## config.mk

```make
export PLATFORM = sky130hd
export DESIGN_NAME = scope_sample_scaler
export DESIGN_NICKNAME = d
export VERILOG_FILES = /design/src/rtl/scope_sample_scaler.sv
export SDC_FILE = /design/constraint.sdc
export NUM_CORES = 1
export LEC_CHECK = 0
export ABC_AREA = 1
export CAP_MARGIN = 20
export CORE_ASPECT_RATIO = 1.5
export CORE_UTILIZATION = 40
export DETAILED_ROUTE_END_ITERATION = 16
export GPL_ROUTABILITY_DRIVEN = 0
export GPL_TIMING_DRIVEN = 0
export SYNTH_ARGS = -nofsm -noshare
export SYNTH_HDL_FRONTEND = slang
export SYNTH_SLANG_ARGS = --single-unit
```

## constraint.sdc

```tcl
create_clock -name clk -period 4.5 [get_ports clk]
set_input_delay 0.9 -clock clk [delete_from_list [all_inputs] [get_ports clk]]
set_output_delay 0.9 -clock clk [all_outputs]
set_load 0.05 [all_outputs]
```

## src/rtl/scope_sample_scaler.sv

```systemverilog
// Multi-channel pipeline turning raw ADC words into clamped screen Y coordinates:
// centring (DC or running-mean AC), gain, offset and saturation, with valid/ready on both sides.
module scope_sample_scaler #(
  parameter int unsigned NUM_CH    = 2,
  parameter int unsigned CH_W      = (NUM_CH > 1) ? $clog2(NUM_CH) : 1,
  parameter int unsigned IN_W      = 16,
  parameter int unsigned ADC_BITS  = 12,
  parameter int unsigned OUT_W     = 10,
  parameter int unsigned Y_MAX     = 479,
  parameter int unsigned Y_CENTER  = 240,
  parameter int unsigned OFF_W     = 10,
  parameter int unsigned ACC_SHIFT = 8
) (
  input  logic                    clk,
  input  logic                    rst_n,
  input  logic                    in_valid,
  output logic                    in_ready,
  input  logic [CH_W-1:0]         in_ch,
  input  logic [IN_W-1:0]         in_data,
  input  logic [NUM_CH-1:0]       couple_in,
  input  logic [4*NUM_CH-1:0]     scale_in,
  input  logic [OFF_W*NUM_CH-1:0] offset_in,
  output logic                    out_valid,
  input  logic                    out_ready,
  output logic [CH_W-1:0]         out_ch,
  output logic [OUT_W-1:0]        out_y,
  output logic                    out_clip
);

  localparam int unsigned EST_W = ADC_BITS + ACC_SHIFT;
  localparam int unsigned C_W   = ADC_BITS + 1;
  localparam int unsigned P_W   = C_W + 9;
  localparam int unsigned S_W   = P_W - 6;
  localparam int unsigned Y_W   = ((S_W > OFF_W) ? S_W : OFF_W) + 2;
  localparam int unsigned MID   = 1 << (ADC_BITS - 1);

  localparam logic [EST_W-1:0]      EST_RST  = EST_W'(MID) << ACC_SHIFT;
  localparam logic signed [Y_W-1:0] YC       = Y_W'(Y_CENTER);
  localparam logic signed [Y_W-1:0] YM       = Y_W'(Y_MAX);
  localparam logic [OUT_W-1:0]      YM_OUT   = OUT_W'(Y_MAX);

  // Stage registers
  logic                    r_s1_valid, r_s2_valid, r_s3_valid, r_out_valid;
  logic [CH_W-1:0]         r_s1_ch, r_s2_ch, r_s3_ch, r_out_ch;
  logic [ADC_BITS-1:0]     r_s1_code;
  logic                    r_s1_couple;
  logic [3:0]              r_s1_scale, r_s2_scale;
  logic signed [OFF_W-1:0] r_s1_off, r_s2_off, r_s3_off;
  logic signed [C_W-1:0]   r_s2_c;
  logic signed [S_W-1:0]   r_s3_s;
  logic [OUT_W-1:0]        r_out_y;
  logic                    r_out_clip;
  logic [EST_W-1:0]        r_est [NUM_CH];

  logic                    w_adv;
  logic                    w_ch_ok;
  logic [EST_W-1:0]        w_est_cur;
  logic [EST_W-1:0]        w_est_next;
  logic [ADC_BITS-1:0]     w_mean;
  logic signed [C_W-1:0]   w_c;
  logic [3:0]              w_sh;
  logic signed [P_W-1:0]   w_prod;
  logic signed [S_W-1:0]   w_s;
  logic signed [Y_W-1:0]   w_y;
  logic [OUT_W-1:0]        w_y_clamped;
  logic                    w_clip;
  logic                    w_unused_prod;

  assign w_adv    = !(r_out_valid && !out_ready);
  assign in_ready = w_adv;

  // Out-of-range channels are only representable when NUM_CH is not a power of two.
  if (NUM_CH == (1 << CH_W)) begin : g_ch_full
    assign w_ch_ok = 1'b1;
  end else begin : g_ch_partial
    assign w_ch_ok = in_ch < CH_W'(NUM_CH);
  end

  if (IN_W > ADC_BITS) begin : g_lsb
    logic w_unused_lsb;
    assign w_unused_lsb = ^in_data[IN_W-ADC_BITS-1:0];
  end

  // Stage 1: centring and DC estimator update
  assign w_est_cur  = r_est[r_s1_ch];
  assign w_mean     = w_est_cur[EST_W-1:ACC_SHIFT];
  assign w_c        = $signed({1'b0, r_s1_code} - (r_s1_couple ? {1'b0, w_mean} : C_W'(MID)));
  assign w_est_next = w_est_cur + EST_W'(r_s1_code) - EST_W'(w_mean);

  // Stage 2: gain K = 2^(8-code) expressed as a left shift
  always_comb begin
    w_sh = 4'd6;
    case (r_s2_scale)
      4'd0: w_sh = 4'd8;
      4'd1: w_sh = 4'd7;
      4'd2: w_sh = 4'd6;
      4'd3: w_sh = 4'd5;
      4'd4: w_sh = 4'd4;
      4'd5: w_sh = 4'd3;
      4'd6: w_sh = 4'd2;
      4'd7: w_sh = 4'd1;
      default: w_sh = 4'd6;
    endcase
  end

  assign w_prod        = P_W'(r_s2_c) <<< w_sh;
  assign w_s           = w_prod[P_W-1:6];
  assign w_unused_prod = ^w_prod[5:0];

  // Stage 3: positioning and saturation
  assign w_y = YC - Y_W'(r_s3_s) + Y_W'(r_s3_off);

  always_comb begin
    w_y_clamped = w_y[OUT_W-1:0];
    w_clip      = 1'b0;
    if (w_y < 0) begin
      w_y_clamped = '0;
      w_clip      = 1'b1;
    end else if (w_y > YM) begin
      w_y_clamped = YM_OUT;
      w_clip      = 1'b1;
    end
  end

  always_ff @(posedge clk) begin
    if (!rst_n) begin
      r_s1_valid  <= 1'b0;
      r_s2_valid  <= 1'b0;
      r_s3_valid  <= 1'b0;
      r_out_valid <= 1'b0;
      r_s1_ch     <= '0;
      r_s2_ch     <= '0;
      r_s3_ch     <= '0;
      r_out_ch    <= '0;
      r_s1_code   <= '0;
      r_s1_couple <= 1'b0;
      r_s1_scale  <= '0;
      r_s2_scale  <= '0;
      r_s1_off    <= '0;
      r_s2_off    <= '0;
      r_s3_off    <= '0;
      r_s2_c      <= '0;
      r_s3_s      <= '0;
      r_out_y     <= '0;
      r_out_clip  <= 1'b0;
      for (int i = 0; i < int'(NUM_CH); i++) begin
        r_est[i] <= EST_RST;
      end
    end else if (w_adv) begin
      r_s1_valid <= in_valid && w_ch_ok;
      if (in_valid && w_ch_ok) begin
        r_s1_ch     <= in_ch;
        r_s1_code   <= in_data[IN_W-1 -: ADC_BITS];
        r_s1_couple <= couple_in[in_ch];
        r_s1_scale  <= scale_in[4*in_ch +: 4];
        r_s1_off    <= $signed(offset_in[OFF_W*in_ch +: OFF_W]);
      end

      r_s2_valid <= r_s1_valid;
      if (r_s1_valid) begin
        r_s2_ch          <= r_s1_ch;
        r_s2_c           <= w_c;
        r_s2_scale       <= r_s1_scale;
        r_s2_off         <= r_s1_off;
        r_est[r_s1_ch]   <= w_est_next;
      end

      r_s3_valid <= r_s2_valid;
      if (r_s2_valid) begin
        r_s3_ch  <= r_s2_ch;
        r_s3_s   <= w_s;
        r_s3_off <= r_s2_off;
      end

      r_out_valid <= r_s3_valid;
      if (r_s3_valid) begin
        r_out_ch   <= r_s3_ch;
        r_out_y    <= w_y_clamped;
        r_out_clip <= w_clip;
      end
    end
  end

  assign out_valid = r_out_valid;
  assign out_ch    = r_out_ch;
  assign out_y     = r_out_y;
  assign out_clip  = r_out_clip;

endmodule

```

==> flow_metrics.tcl, run 1 <==
set metrics [dict create \
    status "finished, violations left" \
    violations "design-rule violations" \
    yosys_register_bits 144 \
    die_w_um 125 \
    synth.avg_cell_area_um2 7.22 \
    ant_nets 0 \
    synthArstFlopShare_pct 0 \
    cts_max_level 4 \
    timing.hold.ws_ns 0.441 \
    period_share_pct 93.8 \
    drv_slew 0 \
    topRoutingLayerUsed "met4" \
    power_density_mw_per_mm2 407 \
    power_frac_clock_pct 34.3 \
    postSynthCellCount 1266 \
    cp.arrival_ns 4.39 \
    critPathMaxFanout 10 \
    fin_area_mm2 0.0108 \
    drt_iter0_markers 303 \
    synth.distinct_cells 46 \
    vias 8135 \
    io_buffer_count 60 \
    areaGrowthSynthToFinish_pct 17.9 \
    swShare_pct 34.3 \
    clock-sinks 144 \
    internal-power_mw 2.88 \
    fp.coreArea_mm2 0.0224 \
    synth_compound_area_share_pct 16.3 \
    antenna_found_initial 0 \
    post_cts_buffers 0 \
    clk_pin_slew_worst_paths_ns 0.06 \
    grt_pass1_vias 8133 \
    wl_met2_um 14000 \
    clk_latency_ns 0.43 \
    worst_pin_slew_ns 0.885 \
    hold_violations 0 \
    setup_violations 0 \
    fin_nets 1478 \
    num_rows 67 \
    cts_tree "done" \
    grt_usage_pct 22.0 \
    cp-start-kind "register" \
    synth_top_family_by_area "simple AND/OR/NAND/NOR gates" \
    synth-edff-count 40 \
    pwr-share-seq_pct 33.3 \
    synthFlopType "dfxtp_1" \
    synth-simple-area-share_pct 20.5 \
    fillCellCount 2291 \
    die_height_um 187 \
    start_util_pct 40.9 \
    crit_required_ns 4.67 \
    numCtsBuffers 17 \
    synth.cell_area_mm2 0.00915 \
    hold_class "register to register" \
    ys_seq_area_share_pct 35.9 \
    wl_met3_um 466 \
    cts.path.max_buffers 2 \
    peakVddDrop_uv 340 \
    ios 65 \
    max_freq_mhz 237 \
    first_pass_iters 11 \
    grt_max_degree 19 \
    holdBufCountCts 0 \
    die_area_mm2 0.0235 \
    hpwlAfterDp_um 20200 \
    p_leak_nw 4.97 \
    skew_ns 0.0104 \
    relSlewSlack_pct 40.4 \
    routed_wl_um 24600 \
    synth-xor-area-share_pct 2.87 \
    wl_met1_um 8960 \
    drt_drc_violations_left 1 \
    cts-root-buf "clkbuf_16" \
    syn-num-nets 1397 \
    maxCapViolations 0 \
    min_period_ns 4.22 \
    grt_overflow 0 \
    grt_pass1_wl_um 39800 \
    vias_per_cell 4.98 \
    combPwrFrac_pct 32.4 \
    ys_warn_count 0 \
    path_class "register to register" \
    synthAdderAreaFrac_pct 12.1 \
    worst_setup_path_end_kind "register" \
    drive_gt1_share_pct 5.30 \
    diodes 0 \
    rsz0062_at_grt "false" \
    wl_per_cell_um 15.0 \
    place_area_mm2 0.0101 \
    switchingPower_mw 1.51 \
    synth_mux_area_share_pct 1.44 \
]
synthesized netlist by cell type, drive strengths merged, types with 4 or more instances:
library cell | number | area share [%]
inv | 219 | 9.0
fa | 14 | 3.1
edfxtp | 40 | 13
nand2 | 254 | 11
nand3b | 5 | 0.41
buf | 14 | 0.71
nor2 | 153 | 6.3
nand4 | 9 | 0.62
ha | 66 | 9.0
o21bai | 5 | 0.45
xnor2 | 12 | 1.1
mux2i | 12 | 1.3
xor2 | 18 | 1.7
dfxtp | 104 | 23
a22oi | 4 | 0.33
a211oi | 4 | 0.33
a21oi | 122 | 6.9
nand3 | 24 | 1.5
o21ai | 124 | 6.8
nor3 | 12 | 0.66
o211ai | 5 | 0.47
clkbuf | 28 | 1.1
a31oi | 4 | 0.27
cells by family after synthesis:
| family | Yosys count |
|---|---|
| simple gates | 461 |
| fa+ha+maj | 80 |
| flops | 144 |
| compound gates | 277 |
| mux | 13 |
| buf+inv | 261 |
| xor+xnor | 30 |
layout make-up:
cell class	count	area (µm²)	share of cell area, %
well taps	276	345	3.20
inverters	219	822	7.63
clock buffers	25	539	5.00
flip-flops and latches	144	3280	30.5
plain buffers	42	173	1.60
repair buffers	62	656	6.08
multi-input cells	861	4870	45.2
clock inverters	6	91.3	0.847
registers in the layout (all words and copies together) (netlist names), 10 cells and up, named ones only:
name and count:
r_s1_code 12, r_s2_off 10, out_y 10, r_est 40
r_s3_off 10, r_s3_s 16, r_s1_off 10, r_s2_c 13
power groups by stage:
stage | registers [mW] | logic, mW | clock network (mW)
finish | 1.46 | 1.42 | 1.51
global route | 1.47 | 1.62 | 1.58
CTS | 1.46 | 1.43 | 1.53
detailed placement | 1.49 | 1.42 | 0
global placement | 1.49 | 1.40 | 0
floorplan | 1.49 | 1.04 | 0
final timing paths:
check | cells after the start | to | start | slack (ns)
max | 18 | r_est[0][16] | register | 0.28
min | 2 | out_y[9] | out_y[9] | 0.44
min reg2reg | 2 | out_y[9] | out_y[9] | 0.44
max reg2reg | 18 | r_est[0][16] | register | 0.28
critical path, cell delays in order (launching register included):
cell and delay, ns:
dfxtp_1 0.43, clkbuf_2 0.28, clkbuf_2 0.29, nand2_1 0.08, o21ai_0 0.29, inv_1 0.20, fa_1 0.55, inv_1 0.04
ha_1 0.35, a21oi_1 0.21, nor2_1 0.06, o21ai_1 0.18, o211ai_1 0.16, nor2_1 0.35, o21bai_2 0.13, nand3_1 0.08
nand2_1 0.06, xor2_1 0.16, nor2_1 0.06
cells in the final DEF (no fill, tap or decap), types with 14 or more instances in the layout:
master             n
a21oi_1          117
clkbuf_1          29
clkbuf_16         20
clkdlybuf4s50_1   60
dfxtp_1          104
edfxtp_1          40
fa_1              14
ha_1              66
inv_1            214
nand2_1          245
nand3_1           20
nor2_1           151
o21ai_0          121
xor2_1            18
per-layer routing:
layer  up-vias  track usage, %
li1       4228               -
met1      3734            20.8
met2       112            44.0
met3        61            3.18
met4         0            12.4
met5         -               0
metrics by stage:
step                std cells  utilization [%]  setup TNS [ns]  worst slack [ns]  power [mW]
floorplan                1266                -               0              1.18        2.53
finish                   1635             48.2               0             0.278        4.39
global route             1635             48.2               0            0.0465        4.67
detailed placement       1604             45.3               0            0.0102        2.90
global placement         1602             45.1         -0.0127          -0.00814        2.88
CTS                      1635             48.2               0            0.0913        4.41
timing repair:
action,CTS,global route
resized for setup,1,3
hold endpoints to repair,0,0
endpoints found under the setup margin,4,11
(Power assumes the default switching activity.)
==> run 2, diff against run 1 <==
--- a/config.mk
+++ b/config.mk
@@ -6,9 +6,10 @@
 export NUM_CORES = 1
 export LEC_CHECK = 0
 export ABC_AREA = 1
-export CAP_MARGIN = 20
+export CAP_MARGIN = 30
 export CORE_ASPECT_RATIO = 1.5
 export CORE_UTILIZATION = 40
+export CTS_BUF_LIST = sky130_fd_sc_hd__clkbuf_16
 export DETAILED_ROUTE_END_ITERATION = 16
 export GPL_ROUTABILITY_DRIVEN = 0
 export GPL_TIMING_DRIVEN = 0
==> flow_metrics.tcl, run 2 (synthesis results as in run 1) <==
set metrics [dict create \
    final_common_cell "nand2_1" \
    hp-start "out_y[9]" \
    drt_iter0_markers 327 \
    worst_pin_slew_ns 0.878 \
    wl_per_cell_um 15.0 \
    drv_slew 0 \
    grt_usage_pct 21.9 \
    areaGrowthSynthToFinish_pct 17.6 \
    die_height_um 187 \
    cts_max_level 4 \
    vias_per_cell 4.96 \
    largest_reg_flops 40 \
    maxCapViolations 0 \
    io_buffer_count 60 \
    grt_max_degree 19 \
    hpwlAfterDp_um 20200 \
    rsz0062_at_grt "false" \
    holdBufCountCts 0 \
    hold_violations 0 \
    power_density_mw_per_mm2 404 \
    grt_pass1_vias 8107 \
    die_area_mm2 0.0235 \
    cpMaxStageDelayCell "fa_1" \
    post_cts_buffers 0 \
    start_util_pct 40.9 \
    violations "design-rule violations" \
    critPathMaxFanout 10 \
    numCtsBuffers 17 \
    drt_drc_violations_left 1 \
    grt_overflow 0 \
    cp-start-kind "register" \
    power_mw 4.35 \
    cp.arrival_ns 4.35 \
    clk_latency_ns 0.43 \
    cts_resized 1 \
    status "finished, violations left" \
    fin_util_pct 48.1 \
    cts_tree "done" \
    skew_ns 0.0101 \
    ios 65 \
    routed_wl_um 24500 \
    path_class "register to register" \
    setup_violations 0 \
    cpPeakStageDelay_ns 0.55 \
    cts.path.max_buffers 2 \
    diodes 0 \
    num_rows 67 \
    grt_pass1_wl_um 39700 \
    clock-sinks 144 \
    peakVddDrop_uv 338 \
    vias 8109 \
    ant_nets 0 \
    relSlewSlack_pct 40.9 \
    path_common_cell "nand2_1" \
    fin_nets 1478 \
    largest-register "r_est" \
    die_w_um 125 \
    reg_top3 "r_est: 40 flops, r_s3_s: 16 flops, r_s2_c: 13 flops" \
    crit_required_ns 4.67 \
    antenna_found_initial 0 \
    hold_class "register to register" \
    min_period_ns 4.18 \
    max_freq_mhz 239 \
    most-common-layout-cells "nand2_1 (245), inv_1 (217), nor2_1 (151), o21ai_0 (122), a21oi_1 (117)" \
    fp.coreArea_mm2 0.0224 \
    worst_setup_path_end_kind "register" \
    clk_pin_slew_worst_paths_ns 0.06 \
    period_share_pct 92.9 \
    p_leak_nw 4.98 \
    drive_gt1_share_pct 5.22 \
    first_pass_iters 11 \
    cts-root-buf "clkbuf_16" \
    fin_area_mm2 0.0108 \
    place_area_mm2 0.0101 \
    crit_chain "clkbuf_2, clkbuf_2, nand2_1, o21ai_0, inv_1, fa_1, inv_1, ha_1, a21oi_1, o21bai_1, nand2_1, o211ai_1, a31oi_1, o21bai_1, nand2_1, nand2_1, nand2_1, nand2_1, nor2_1" \
]
[run 2: cell count changes in the layout (fill, tap and decap cells not counted), sizes merged]
cell	previous run	this run
clkinv	3	4
inv	220	224
clkbuf	53	48
[run 2: layer usage]
metal  GRT usage [%]  up-vias  part of all wire [%]
met5               0        -                     0
met4            12.3        0                   4.7
met3            3.18       56                   1.9
met2            44.0      108                    57
met1            20.7     3717                    37
li1                -     4228                     -
[run 2: stage by stage]
stage | setup slack [ns] | hold slack, ns | TNS (ns) | std cells
finish | 0.317 | 0.441 | 0 | 1635
global route | 0.00614 | 0.459 | 0 | 1635
CTS | 0.114 | 0.443 | 0 | 1635
detailed placement | 0.0102 | 0.430 | 0 | 1604
global placement | -0.00814 | 0.428 | -0.0127 | 1602
floorplan | 1.18 | 0.435 | 0 | 1266
[run 2: path summary, 6_finish.rpt]
path / slack [ns] / depth (start not counted) / to
setup / recovery: 0.32 / 19 / r_est[0][15]
hold / removal: 0.44 / 2 / out_y[9]
setup reg to reg: 0.32 / 19 / r_est[0][15]
hold reg to reg: 0.44 / 2 / out_y[9]
[run 2: cell type report]
class                      instances  area, µm²
timing repair buffer              62        656
clock buffer                      20        500
inverter                         219        822
fill                            2288      11600
clock inverter                    11        110
tap                              276        345
multi-input combinational        861       4870
sequential                       144       3280
buffer                            42        173
[run 2: report_power, final]
| part | total, mW | internal (mW) | switching (mW) |
|---|---|---|---|
| Combinational | 1.42 | 0.513 | 0.906 |
| Sequential | 1.46 | 1.42 | 0.0371 |
| Clock | 1.47 | 0.906 | 0.561 |
| Total | 4.35 | 2.84 | 1.50 |
[run 2: critical path: cells and delay by family (launching register included)]
kind            cells  cell delay [ns]
buf+inv             4             0.78
compound gates      6             1.25
simple gates        7             0.54
flops               1             0.43
fa+ha+maj           2             0.91
